File: config.mk
export PLATFORM = sky130hd
export DESIGN_NAME = btn_press_seq
export DESIGN_NICKNAME = d
export VERILOG_FILES = /design/src/rtl/btn_press_seq.sv
export SDC_FILE = /design/constraint.sdc
export NUM_CORES = 1
export LEC_CHECK = 0
export ABC_AREA = 1
export BUFFER_PORTS_ARGS = -buffer_cell sky130_fd_sc_hd__buf_2
export CAP_MARGIN = 20
export CORE_MARGIN = 5
export CORE_UTILIZATION = 50
export CTS_CLUSTER_DIAMETER = 40
export DETAILED_ROUTE_END_ITERATION = 12
export GPL_ROUTABILITY_DRIVEN = 0
export GPL_TIMING_DRIVEN = 0
export PLACE_DENSITY = 0.79
export SYNTH_ARGS = -nofsm -noshare
export SYNTH_HDL_FRONTEND = slang
export SYNTH_SLANG_ARGS = --single-unit
File: constraint.sdc
create_clock -name CLK50MHZ -period 2.5 [get_ports CLK50MHZ]
set_clock_uncertainty 0.1 [all_clocks]
set_input_delay 0.5 -clock CLK50MHZ [delete_from_list [all_inputs] [get_ports CLK50MHZ]]
set_output_delay 0.5 -clock CLK50MHZ [all_outputs]
set_load 0.02 [all_outputs]
File: src/rtl/btn_press_seq.sv
// Button-press sequencer: drives timed press/release waveforms, with optional
// contact-bounce emulation, onto CHANNELS button lines after a trigger.
module btn_press_seq #(
  parameter int CHANNELS   = 2,
  parameter int CNT_W      = 16,
  parameter int AUTO       = 1,
  parameter int START_DLY  = 15,
  parameter int PRESS_CYC  = 50,
  parameter int GAP_CYC    = 2000,
  parameter int REPEAT     = 2,
  parameter int BOUNCE_EN  = 0,
  parameter int BOUNCE_CYC = 4,
  parameter int BOUNCE_N   = 3
) (
  input  logic                CLK50MHZ,
  input  logic                RST,
  input  logic                START,
  input  logic [CHANNELS-1:0] CH_MASK,
  output logic [CHANNELS-1:0] BTN,
  output logic                BUSY,
  output logic                DONE,
  output logic [CNT_W-1:0]    PRESS_CNT
);

  localparam longint MAX_CNT = (longint'(1) << CNT_W) - 1;
  localparam int HALF_W = $clog2(2 * BOUNCE_N) + 1;

  localparam logic [CNT_W-1:0]  DLY_LOAD   = CNT_W'(START_DLY - 1);
  localparam logic [CNT_W-1:0]  PRESS_LOAD = CNT_W'(PRESS_CYC - 1);
  localparam logic [CNT_W-1:0]  GAP_LOAD   = CNT_W'(GAP_CYC - 1);
  localparam logic [CNT_W-1:0]  BNC_LOAD   = CNT_W'(BOUNCE_CYC - 1);
  localparam logic [CNT_W-1:0]  REP_LAST   = CNT_W'(REPEAT);
  localparam logic [HALF_W-1:0] LAST_HALF  = HALF_W'(2 * BOUNCE_N - 1);

  // Bad configurations are rejected while the design is being elaborated.
  if (START_DLY < 1 || PRESS_CYC < 1 || GAP_CYC < 1 || REPEAT < 1 ||
      BOUNCE_CYC < 1 || BOUNCE_N < 1 ||
      START_DLY > MAX_CNT || PRESS_CYC > MAX_CNT || GAP_CYC > MAX_CNT ||
      REPEAT > MAX_CNT || BOUNCE_CYC > MAX_CNT) begin : g_cfg_error
    $error("btn_press_seq: timing parameter out of range for CNT_W");
  end

  typedef enum logic [2:0] {
    IDLE,
    WAIT,
    BNC_ON,
    HOLD,
    BNC_OFF,
    GAP
  } state_t;

  state_t              state;
  logic [CNT_W-1:0]    timer;
  logic [HALF_W-1:0]   half;
  logic [CHANNELS-1:0] mask_r;
  logic                armed;

  logic                timer_done;
  logic [HALF_W-1:0]   half_next;
  logic [CNT_W-1:0]    cnt_next;
  logic                trigger;
  logic                bounce_on;

  assign timer_done = (timer == '0);
  assign half_next  = half + 1'b1;
  assign cnt_next   = PRESS_CNT + 1'b1;
  assign bounce_on  = (BOUNCE_EN != 0);
  // In AUTO mode the trigger is armed by reset and fires once on release.
  assign trigger    = (AUTO != 0) ? armed : START;

  always_ff @(posedge CLK50MHZ) begin
    if (RST) begin
      state     <= IDLE;
      timer     <= '0;
      half      <= '0;
      mask_r    <= '0;
      armed     <= 1'b1;
      BTN       <= '0;
      BUSY      <= 1'b0;
      DONE      <= 1'b0;
      PRESS_CNT <= '0;
    end else begin
      DONE <= 1'b0;
      case (state)
        IDLE: begin
          if (trigger) begin
            mask_r    <= CH_MASK;
            BUSY      <= 1'b1;
            PRESS_CNT <= '0;
            armed     <= 1'b0;
            timer     <= DLY_LOAD;
            state     <= WAIT;
          end
        end

        WAIT, GAP: begin
          if (timer_done) begin
            BTN  <= mask_r;
            half <= '0;
            if (bounce_on) begin
              timer <= BNC_LOAD;
              state <= BNC_ON;
            end else begin
              timer <= PRESS_LOAD;
              state <= HOLD;
            end
          end else begin
            timer <= timer - 1'b1;
          end
        end

        // Even half-periods carry the mask, odd ones drop back to 0.
        BNC_ON: begin
          if (timer_done) begin
            if (half == LAST_HALF) begin
              BTN   <= mask_r;
              timer <= PRESS_LOAD;
              state <= HOLD;
            end else begin
              half  <= half_next;
              BTN   <= half_next[0] ? '0 : mask_r;
              timer <= BNC_LOAD;
            end
          end else begin
            timer <= timer - 1'b1;
          end
        end

        HOLD: begin
          if (timer_done) begin
            BTN <= '0;
            if (bounce_on) begin
              half  <= '0;
              timer <= BNC_LOAD;
              state <= BNC_OFF;
            end else begin
              PRESS_CNT <= cnt_next;
              if (cnt_next == REP_LAST) begin
                BUSY  <= 1'b0;
                DONE  <= 1'b1;
                state <= IDLE;
              end else begin
                timer <= GAP_LOAD;
                state <= GAP;
              end
            end
          end else begin
            timer <= timer - 1'b1;
          end
        end

        BNC_OFF: begin
          if (timer_done) begin
            if (half == LAST_HALF) begin
              BTN       <= '0;
              PRESS_CNT <= cnt_next;
              if (cnt_next == REP_LAST) begin
                BUSY  <= 1'b0;
                DONE  <= 1'b1;
                state <= IDLE;
              end else begin
                timer <= GAP_LOAD;
                state <= GAP;
              end
            end else begin
              half  <= half_next;
              BTN   <= half_next[0] ? mask_r : '0;
              timer <= BNC_LOAD;
            end
          end else begin
            timer <= timer - 1'b1;
          end
        end

        default: state <= IDLE;
      endcase
    end
  end

endmodule

==> results.txt <==
RSZ-0062 raised after global routing: false
Seq/Total Area, Yosys: 31.2%
Drt drc: 0
Number of flops mapped to enable cells by yosys: 0
Share of layout cells above drive strength 1: 14.2%
CP Capture Type: register
Hold-critical path depth: 3
Synth Area per Inst: 6.47 sq um
Pwr dens: 1580 mW/mm^2
Status: completed
Ys flop type: dfxtp_1
Final Hold Viols: 0
Vias in the first global route: 2846
Overflow after GRT: 0
IO Port Bufs: 22
Syn Inst Count: 457
Largest cells by area after synthesis: dfxtp_1, nand2_1, nor2_1
WP data arrival: 2.38 ns
Synthesized cell area: 0.00296 sq mm
Fin Setup TNS: 0 ns
Slew @ Worst Pin: 0.651 ns
Die height: 86.9 um
Hold Crit Start: CH_MASK[1]
Slew headroom: 56.6%
Crit-path max FO: 10
Inst Count DP: 554
Worst path slowest cell: dfxtp_1
Detailed Route WL: 7110 um
Yosys top cell by area: dfxtp_1
Routed length per instance: 12.6 um
HPWL Detailed: 5420 um
CTS root buffer: clkbuf_8
Crit path from: timer[0]
Maximum VDD drop: 652 uV
Async set-reset flop share out of synthesis: 0%
Period minus WS final: 2.30 ns
Syn Nets: 468
All-Layer GR Usage: 20.4%
Slowest stage delay, CP: 0.33 ns
CTS tree: yes
Layout net count: 497
Synthesis-stage register bit count: 46
Ports: 25
ANT nets after route: 0
CTS buffer count: 5
FF-to-FF path depth: 11
Max layer used: met4
CP startpoint kind: register
Reg2reg setup slack: 0.20 ns
DIE WIDTH: 86.9 um
Core area: 0.00585 sq mm
Top-area cell type share of the netlist area: 31.2%
Filler cell count: 572
Ys Warns: 0
Non-filler cells in the finished layout: 562
Unique masters post-synth: 40
CTS Sinks: 46
Reg clk slew, reported paths: 0.09 ns
Largest net degree at the start of global routing: 16
Worst-skew pair later-pin latency: 0.31 ns
Initial antenna violation count: 0
CP cell instances: inv_1 > ha_1 > nand2_1 > nor2_1 > nand3_2 > clkbuf_1 > o21ai_1 > nand3_1 > nor3_1 > xor2_1 > nor2_1
Avg Vias per Cell: 5.46
Most frequent cell on the critical path: nor2_1
N_diodes: 0
Number of DRC markers in iteration 0: 235
Routed via count: 3071
Worst R2R Start: timer[0]
Fmax: 0.435 GHz
Critical Path RT: 2.58 ns
Rows: 28
WL met3: 399 um
Max Cap Viol: 0
Slew Limit Fails: 0
Die ar.: 0.00755 sq mm
Layout area overhead: 11.1%
Starting density of the core: 50.5%
H-tree depth: 2
Clock Path Buffers: 2
Tcrit/Tclk final: 92.0%
First drt pass iteration count: 5
M1 wire length: 3300 um
Setup Crit Path Kind: reg2reg
Setup violators final: 0
Met2 Wirelength: 3200 um
Hold Buf Count CTS: 0
Hold crit path type: in2reg
Global-route wire length before repair: 12600 um
Static leakage: 1.46 nW
==> Yosys cell counts (all sizes together), types with 5 or more instances <==
cell and number:
nand2 115, nor2 75, inv 58, dfxtp 46
nand3 40, a21oi 23, a211oi 16, o21ai 11
xor2 10, nor3 8, a31oi 7, nand4 7
ha 6, o211ai 6, buf 5, clkbuf 5
==> state kept, by name, summed over array words and instances (netlist names) <==
register and count:
armed 1, PRESS_CNT 16, DONE 1, BUSY 1
BTN 2, mask_r 2, timer 16, state 3
half 4
==> logic make-up (layout without fill, tap and decap cells) <==
family	after synthesis	after routing	share of synthesized area, %
XOR/XNOR	11	11	3.26
adder cells (fa/ha/maj)	6	6	2.54
buffers and inverters	70	100	9.44
flip-flops	46	46	31.2
AO/OA/AOI/OAI	72	72	16.1
AND/OR/NAND/NOR	252	252	37.5
==> metrics by stage <==
step           total power, mW  hold WS [ns]  util (%)  setup slack (ns)  area, sq um
6_report                  5.18         0.359      56.1             0.200         3280
3_5_place_dp              4.58         0.365      54.0             0.146         3160
2_1_floorplan             3.83         0.341         -             0.325         2960
4_1_cts                   5.16         0.352      55.9             0.125         3270
5_1_grt                   5.74         0.355      56.1           0.00206         3280
3_3_place_gp              4.50         0.357      54.0             0.175         3160
==> worst max-delay path: cells and delay by family (launching register included) <==
kind	cells	cell delay [ns]
fa+ha+maj	1	0.22
flops	1	0.33
xor+xnor	1	0.17
compound gates	1	0.18
buf+inv	2	0.40
simple gates	6	0.80
==> layout by cell type (no fill, tap or decap), types with 3 or more instances in the layout <==
cell type    n
clkbuf_8     5
a21oi_1     23
o21bai_1     3
a211oi_2     5
ha_1         6
nor2_2       5
o21ai_0      7
inv_1       46
nor3_1       7
xor2_1      10
clkbuf_1     5
a211oi_1    11
buf_2       23
inv_2       12
nand4_1      7
dfxtp_1     44
a31oi_1      7
nand3_1     38
o21ai_1      4
o211ai_1     6
nor2_1      65
nand2_1    114
nor2_4       5
==> layer usage <==
layer	track usage, %	vias to the layer above
met3	3.12	24
met2	32.9	85
met5	0	-
met1	27.2	1402
met4	8.07	0
li1	-	1560
==> worst paths after layout <==
kind                to
max            half[3]
min          mask_r[1]
max reg2reg    half[3]
min reg2reg  mask_r[1]
==> layout make-up <==
type	instances	area, sq um	area share (%)
sequential	46	923	28.1
multi-input combinational	341	1770	53.8
clock buffer	5	68.8	2.10
timing repair buffer	22	110	3.35
inverter	60	225	6.86
clock inverter	3	43.8	1.33
buffer	10	53.8	1.64
tap	75	93.8	2.86
==> report_power, final <==
group	internal (mW)	switching, mW
logic	1.10	2.19
clock network	0.300	0.265
registers	1.01	0.312
==> repair_timing <==
| item | CTS | global route |
|---|---|---|
| buffers inserted | 0 | 0 |
| gates resized for setup | 0 | 4 |
| setup endpoints to repair | 0 | 8 |
No activity file was read; power rests on OpenSTA's default activity.
